[src/rtl/ps2_scan_decoder.sv]
// Scan Code Set 2 decoder: folds E0/F0/E1 prefix sequences into single key events,
// queues them in a show-ahead FIFO and tracks the live Shift/Ctrl/Alt state.
module ps2_scan_decoder #(
  parameter int FIFO_DEPTH = 8,
  parameter int PTR_W      = $clog2(FIFO_DEPTH)
) (
  input  logic       clk,
  input  logic       rst,
  input  logic [7:0] scanCode,
  input  logic       scanCodeReady,
  output logic [9:0] eventData,
  output logic       eventValid,
  input  logic       eventRead,
  output logic       shiftDown,
  output logic       ctrlDown,
  output logic       altDown,
  output logic       overflow,
  input  logic       clearOverflow
);

  typedef enum logic [2:0] {IDLE, EXT, BRK, EXT_BRK, PAUSE} state_t;

  state_t     state, state_nxt;
  logic [2:0] pause_cnt, pause_cnt_nxt;
  logic       is_ctrl;
  logic       emit;
  logic [9:0] emit_data;

  logic [9:0]     mem [FIFO_DEPTH];
  logic [PTR_W:0] wr_ptr, rd_ptr;
  logic           fifo_empty, fifo_full, pop, push_ok, drop;
  logic           l_shift, r_shift, l_ctrl, r_ctrl, l_alt, r_alt;

  always_comb begin
    case (scanCode)
      8'hAA, 8'hFA, 8'hEE, 8'hFC, 8'hFD, 8'h00, 8'hFF: is_ctrl = 1'b1;
      default:                                          is_ctrl = 1'b0;
    endcase
  end

  always_ff @(posedge clk or negedge rst) begin
    if (!rst) begin
      state     <= IDLE;
      pause_cnt <= 3'd0;
    end else begin
      state     <= state_nxt;
      pause_cnt <= pause_cnt_nxt;
    end
  end

  // Pause bytes are swallowed without decoding; control bytes abort any prefix.
  always_comb begin
    state_nxt     = state;
    pause_cnt_nxt = pause_cnt;
    emit          = 1'b0;
    emit_data     = {2'b00, scanCode};
    if (scanCodeReady) begin
      if (state == PAUSE) begin
        if (pause_cnt <= 3'd1) begin
          emit          = 1'b1;
          emit_data     = 10'h0E1;
          state_nxt     = IDLE;
          pause_cnt_nxt = 3'd0;
        end else begin
          pause_cnt_nxt = pause_cnt - 3'd1;
        end
      end else if (is_ctrl) begin
        state_nxt = IDLE;
      end else begin
        case (state)
          IDLE: begin
            if (scanCode == 8'hE0) state_nxt = EXT;
            else if (scanCode == 8'hF0) state_nxt = BRK;
            else if (scanCode == 8'hE1) begin
              state_nxt     = PAUSE;
              pause_cnt_nxt = 3'd7;
            end else emit = 1'b1;
          end
          EXT: begin
            if (scanCode == 8'hF0) state_nxt = EXT_BRK;
            else if (scanCode != 8'hE0) begin
              emit      = 1'b1;
              emit_data = {2'b10, scanCode};
              state_nxt = IDLE;
            end
          end
          BRK: begin
            if (scanCode != 8'hF0) begin
              emit      = 1'b1;
              emit_data = {2'b01, scanCode};
              state_nxt = IDLE;
            end
          end
          EXT_BRK: begin
            emit      = 1'b1;
            emit_data = {2'b11, scanCode};
            state_nxt = IDLE;
          end
          default: state_nxt = IDLE;
        endcase
      end
    end
  end

  assign fifo_empty = (wr_ptr == rd_ptr);
  assign fifo_full  = (wr_ptr[PTR_W] != rd_ptr[PTR_W]) &&
                      (wr_ptr[PTR_W-1:0] == rd_ptr[PTR_W-1:0]);
  assign pop        = eventRead && !fifo_empty;
  assign push_ok    = emit && (!fifo_full || pop);
  assign drop       = emit && fifo_full && !pop;

  always_ff @(posedge clk or negedge rst) begin
    if (!rst) begin
      wr_ptr   <= '0;
      rd_ptr   <= '0;
      overflow <= 1'b0;
    end else begin
      if (push_ok) wr_ptr <= wr_ptr + (PTR_W+1)'(1);
      if (pop)     rd_ptr <= rd_ptr + (PTR_W+1)'(1);
      if (drop)    overflow <= 1'b1;
      else if (clearOverflow) overflow <= 1'b0;
    end
  end

  // Storage needs no reset: the head is masked to zero whenever the FIFO is empty.
  always_ff @(posedge clk) begin
    if (push_ok) mem[wr_ptr[PTR_W-1:0]] <= emit_data;
  end

  assign eventValid = !fifo_empty;
  assign eventData  = fifo_empty ? 10'h000 : mem[rd_ptr[PTR_W-1:0]];

  always_ff @(posedge clk or negedge rst) begin
    if (!rst) begin
      l_shift <= 1'b0;
      r_shift <= 1'b0;
      l_ctrl  <= 1'b0;
      r_ctrl  <= 1'b0;
      l_alt   <= 1'b0;
      r_alt   <= 1'b0;
    end else if (emit) begin
      case ({emit_data[9], emit_data[7:0]})
        9'h012:  l_shift <= !emit_data[8];
        9'h059:  r_shift <= !emit_data[8];
        9'h014:  l_ctrl  <= !emit_data[8];
        9'h114:  r_ctrl  <= !emit_data[8];
        9'h011:  l_alt   <= !emit_data[8];
        9'h111:  r_alt   <= !emit_data[8];
        default: ;
      endcase
    end
  end

  assign shiftDown = l_shift | r_shift;
  assign ctrlDown  = l_ctrl | r_ctrl;
  assign altDown   = l_alt | r_alt;

endmodule

[config.mk]
export PLATFORM = sky130hd
export DESIGN_NAME = ps2_scan_decoder
export DESIGN_NICKNAME = d
export VERILOG_FILES = /design/src/rtl/ps2_scan_decoder.sv
export SDC_FILE = /design/constraint.sdc
export NUM_CORES = 1
export LEC_CHECK = 0
export BUFFER_PORTS_ARGS = -buffer_cell sky130_fd_sc_hd__buf_2
export CORE_ASPECT_RATIO = 2
export CORE_MARGIN = 4
export CORE_UTILIZATION = 40
export DETAILED_ROUTE_END_ITERATION = 8
export PLACE_DENSITY = 0.65
export SLEW_MARGIN = 20
export SYNTH_ARGS = -nofsm -noshare
export SYNTH_HDL_FRONTEND = slang
export SYNTH_SLANG_ARGS = --single-unit
[constraint.sdc]
create_clock -name clk -period 3.4 [get_ports clk]
set_clock_uncertainty 0.2 [all_clocks]
set_input_delay 0 -clock clk [delete_from_list [all_inputs] [get_ports clk]]
set_output_delay 0 -clock clk [all_outputs]
set_load 0.01 [all_outputs]
# Word level (Yosys, flattened, before mapping)
# Memories as Yosys holds them, arrays and structs flattened.
# Cells that the tools add are included.
# W data, S select, Z words.
[word_totals]
memories = 1
reg_bits = 21
output_inout_bits = 15
ram_bits = 80
input_bits = 13
wordCells = 116
[op_classes]
bitwise = 3
n_lt_le_gt_ge = 1
eq_ne = 31
n_reduce_logical = 24
add_sub_neg = 3
muxes = 42
[memory_table]
columns = ["memory", "words", "word_bits", "rd", "rd_clocked_by_memory_dff", "wr", "line", "source"]
rows = [
  ["mem", 8, 10, 1, 0, 1, "29", "logic [9:0] mem [FIFO_DEPTH];"],
]
[ops]
columns = ["operator", "n"]
rows = [
  ["$eq A8 B8 Y1 const B", 9],
  ["$mux W10", 6],
  ["$mux W3", 16],
  ["$pmux W10 S3", 1],
  ["$eq A9 B5 Y1 const B", 3],
  ["$eq A9 B9 Y1 const B", 2],
  ["$ne A8 B8 Y1 const B", 2],
  ["$mux W1", 15],
  ["$reduce_and A2 Y1", 6],
  ["$eq A9 B7 Y1 const B", 1],
  ["$mux W9", 1],
  ["$pmux W3 S3", 1],
  ["$add A4 B1 Y4 const B", 2],
  ["$logic_not A8 Y1", 1],
  ["$mux W8", 1],
  ["$reduce_or A7 Y1", 1],
  ["$eq A3 B2 Y1 const B", 2],
  ["$ne A6 B6 Y1 const B", 1],
  ["$reduce_and A6 Y1", 1],
  ["$reduce_bool A2 Y1", 3],
  ["$logic_and A1 B1 Y1", 5],
  ["$ne A5 B5 Y1 const B", 1],
  ["$reduce_and A5 Y1", 1],
  ["$eq A4 B4 Y1", 1],
  ["other kinds (14)", 21],
]

# Logic depth before layout (Yosys ltp)
[depth]
ltp_word = 11
ltp_mapped = 9
ltp_nobuf = 8

# Least setup slack after synthesis
# No wires, ideal clock.
[synth_path]
path_kind = "register to register"
from = "register state[0]"
to = "memory mem[0][0], enable pin"
t_arrival_ps = 2403
setup_time_ps = 404
path_slack_ps = 394
path_stages_with_launch = 7
required_time_ps = 2796
cell_sequence = "dfrtp_1 -> buf_2 -> nor2_2 -> nand3_1 -> nor3_1 -> o21ai_4 -> nor4_1"
[synth_between]
elab_chain_cells = 8
elab_cells_between_ends = 12
[synth_rtl]
columns = ["element", "line", "source"]
rows = [
  ["from (decl)", "23", "state_t state, state_nxt;"],
  ["from (signal assigned)", "46", "state <= state_nxt;"],
  ["$eq A3 B2 Y1, or another cell as far along", "70", "case (state)"],
  ["$pmux W1 S4", "70", ""],
  ["$mux W1", "67", "end else if (is_ctrl) begin"],
  ["$mux W1 *", "58", "if (state == PAUSE) begin"],
  ["$mux W1 *", "57", "if (scanCodeReady) begin"],
  ["$logic_and A1 B1 Y1 *", "109", "assign push_ok = emit && (!fifo_full || pop);"],
  ["$mux W1 *", "127", "if (push_ok) mem[wr_ptr[PTR_W-1:0]] <= emit_data;"],
  ["$mux W1 (implied by the code) *", "127", ""],
  ["to (decl)", "29", ""],
]
# Every way passes the cells marked *; elsewhere a longest branch is shown, timed or not.

# Final worst setup path
[layout_path]
from = "input scanCode[0]"
to = "memory mem[2][2], enable pin"
[layout_between]
elab_chain_cells = 11
elab_cells_between_ends = 27
[layout_rtl]
columns = ["element", "line", "source"]
rows = [
  ["from (decl)", "9", "input logic [7:0] scanCode,"],
  ["$eq A8 B8 Y1", "74", "else if (scanCode == 8'hE1) begin"],
  ["$mux W1", "74", ""],
  ["$mux W1", "73", "else if (scanCode == 8'hF0) state_nxt = BRK;"],
  ["$mux W1", "72", "if (scanCode == 8'hE0) state_nxt = EXT;"],
  ["$pmux W1 S4", "70", ""],
  ["$mux W1 *", "67", ""],
  ["$mux W1 *", "58", ""],
  ["$mux W1 *", "57", ""],
  ["$logic_and A1 B1 Y1 *", "109", ""],
  ["$mux W1 *", "127", ""],
  ["$mux W1 (implied by the code) *", "127", ""],
]
# Marked as above.

==> results <==
- The uppermost layer routed is met4.
- The total number of vias is 2669.
- The count of H-tree levels built during CTS is 3.
- The post-route fraction of the period consumed by the critical path is 0.772.
- TritonCTS created 9 clock buffers.
- In this run the worst path has a maximum fanout of 13.
- Row generation in the floorplan step produced 55 rows.
- The half-perimeter wire length of the detailed placement result is 6.97 mm.
- The die is 160 microns tall.
- The critical path is of the in -> reg type.
- STA classifies the critical path endpoint as a flip-flop.
- At the end of routability-driven placement, the weighted congestion stood at 0.836.
- Clock tree synthesis selected as its root buffer the cell sky130_fd_sc_hd__clkbuf_16.
- The power per unit of standard cell area is 823 mW/mm^2.
- The number of warnings printed during yosys synthesis is 0.
- After synthesis, the mean cell area works out to 15.2 sq um.
- After detailed routing, the number of remaining DRC violations is 0.
- The routed wire length is 9.55 mm.
- The total overflow left after global routing is 0.
- Pin placement for this block handled 28 I/O pins.
- The run finished with clean final reports.
- The minimum clock period is 2.63 ns.
- The number of inserted diodes is 0.
- The setup total negative slack is 0 ns.
- The sink count of the clock tree is 101.
- From synthesis to final layout, the design area changed by 15.9%.
- The nature of the critical path startpoint is an input pin.
- The core region is 0.0113 sq mm.
- The iteration count of the initial detailed-routing pass is 4.
- The number of max-slew violations in the final report is 0.
- The minimum hold slack is 0.0302 ns.
- Setup repair after global routing left no endpoint under its margin.
- The relative slew slack is 0.601.
- The fraction of registers with async set or reset after synthesis is 0.208.
- The number of failing hold endpoints at the final stage is 0.
- Data arrives at the worst endpoint at 2.48 ns.
- In this run the static leakage power is 1.93 nW.
- TritonCTS built the clock tree.
- After detailed routing, the met3 layer carries 234 microns of wire.
- The die boundary width is 83.9 microns.
- The length of routed met2 wiring is 5.47 mm.
- The floorplan step defined a die boundary enclosing 0.0134 sq mm.
- The highest attainable clock frequency is 0.381 GHz.
- Across all register-to-register paths, the minimum setup slack is 0.80 ns.
- The final number of setup-violating endpoints is 0.
- The wire length of the first global-routing pass is 15.6 mm.
- The clock transition at the registers of the reported paths is 0.06 ns.
- Power comes to 4.40 mW.
- The slew at the pin closest to its max-slew limit is 0.595 ns.
- The via count of the first global-routing pass is 2871.
- The via density per instance is 5.40.
- In the final layout, the share of cells above drive strength 1 is 0.267.
- sky130_fd_sc_hd__edfxtp_1 is the most common cell in the netlist.
- The count of input and output buffers is 27.
- The max-cap check violation count is 0.
- The number of antenna violations at the first check in global routing is 0.
- For this run, the leading register cell type out of synthesis is sky130_fd_sc_hd__edfxtp_1.
- The worst vdd rail ir drop is 0.337 mV.
- The clock reaches the later pin of the worst-skew pair after 0.33 ns.
- Yosys mapped the design onto 58 distinct sky130hd cell types.
- Of all cell types, the one taking the most synthesized area is sky130_fd_sc_hd__edfxtp_1.
- The worst hold-check path type is in -> reg.
- Of the synthesized area, sequential elements account for 0.634.
- The longest clock path from root to sink contains 2 buffers.
- The share of Yosys cell area claimed by the top area cell type is 0.521.
- In the post-synthesis netlist, the biggest area contributors are sky130_fd_sc_hd__edfxtp_1, sky130_fd_sc_hd__dfrtp_1, sky130_fd_sc_hd__mux4_2.
- The first-iteration detailed-routing DRC count is 196.
- The number of nets in the final layout is 364.
- After synthesis the netlist holds a flip-flop and latch count of 101.
- In the global route stage, overall resource usage came out at 0.152.
- The antenna violation net count after detailed routing is 0.
- Synthesis produced 304 cells.
- Dividing the detail-routed wire length by the instance count gives 19.3 microns.
- By count the netlist is led by sky130_fd_sc_hd__edfxtp_1, sky130_fd_sc_hd__dfrtp_1, sky130_fd_sc_hd__mux4_2, sky130_fd_sc_hd__nor2_1, sky130_fd_sc_hd__nand2_1.
- The wire length the detailed router placed on met1 is 3.49 mm.
- For this configuration, the core starts out at a cell density of 0.409.
- The data required time at the worst endpoint is 3.25 ns.
- The netlist area before placement is 0.00461 sq mm.
- Counting flops with a built-in enable in the synthesized netlist gives 80.
- Entering global routing, the biggest net connects 24 pins.
- The post-synth net total is 321.
- Buffers added to address setup during post-CTS repair amount to 0.
-- area by class of cell --
class                   count  area [sq um]
fillers                  1030          5940
flip-flops and latches    101          2930
multi-input cells         178          1580
repair buffers             51           335
clock buffers              12           236
well taps                 142           178
clock inverters             4          72.6
inverters                   6          22.5
-- stage by stage --
stage                     cells  setup slack, ns   util  cell area (sq um)
after global placement      468            0.905  0.438               4940
final                       494            0.775  0.474               5350
after floorplan             304            0.394      -               4610
after detailed placement    468            0.832  0.438               4940
after CTS                   494            0.823  0.474               5350
after global routing        494            0.579  0.474               5350
-- sequential cells by signal (all words and copies together), names as in the netlist --
register,cells
overflow,1
r_ctrl,1
l_ctrl,1
r_alt,1
pause_cnt,3
mem,80
wr_ptr,4
rd_ptr,4
r_shift,1
l_shift,1
l_alt,1
state,3
-- power by group --
| part | switching [mW] | internal (mW) | leakage (nW) | total (mW) |
|---|---|---|---|---|
| logic | 0.834 | 0.736 | 0.791 | 1.57 |
| registers | 0.173 | 1.61 | 0.994 | 1.78 |
| clock network | 0.407 | 0.644 | 0.148 | 1.05 |
-- worst max-delay path, cell delays in order --
cell and delay, ns:
sky130_fd_sc_hd__dlygate4sd3_1 0.54, sky130_fd_sc_hd__buf_2 0.21, sky130_fd_sc_hd__nor2b_1 0.22, sky130_fd_sc_hd__or3_1 0.19, sky130_fd_sc_hd__nand4b_2 0.17, sky130_fd_sc_hd__nor3_4 0.44, sky130_fd_sc_hd__o21ai_4 0.17, sky130_fd_sc_hd__nor4b_2 0.32
sky130_fd_sc_hd__buf_4 0.22
-- layout by cell type, fill, tap and decap left out, types with 10 or more instances in the layout --
cell	netlist	final
sky130_fd_sc_hd__edfxtp_1	80	80
sky130_fd_sc_hd__buf_2	6	28
sky130_fd_sc_hd__dfrtp_1	21	21
sky130_fd_sc_hd__mux4_2	20	20
sky130_fd_sc_hd__nor2_1	20	20
sky130_fd_sc_hd__buf_4	2	14
sky130_fd_sc_hd__nand2_1	13	13
sky130_fd_sc_hd__nand3_1	10	10
sky130_fd_sc_hd__mux2i_1	10	10
-- cell families after synthesis --
kind of cell / count (synthesis) / synth area share
DFF: 101 / 0.634
and+or+nand+nor: 96 / 0.127
muxes: 35 / 0.132
adders and majority gates: 4 / 0.0108
buffers and inverters: 25 / 0.0252
xor gates and xnor gates: 11 / 0.0209
AOI/OAI and AO/OA: 32 / 0.0504
-- path summary, 6_finish.rpt --
| path | from | cells past startpoint | endpoint |
|---|---|---|---|
| min in group asynchronous | rst | 3 | rd_ptr[0] |
| worst max register to register | state[1] | 6 | mem[2][2] |
| max in group asynchronous | rst | 3 | r_ctrl |
| worst min register to register | l_shift | 1 | l_shift |
| worst min-delay path | scanCode[2] | 3 | r_ctrl |
| worst max-delay path | scanCode[0] | 9 | mem[2][2] |
-- per-layer routing --
metal  track usage  vias up
met4        0.0761        0
li1              -     1253
met3        0.0299       19
met5             0        -
met1         0.166     1335
met2         0.277       62
-- repair_timing --
action                                  CTS  global route
hold endpoints to repair                 34             0
endpoints found under the setup margin    0             0
gates resized for setup                   0             0
hold buffers                             10             0
(Power assumes the default switching activity.)
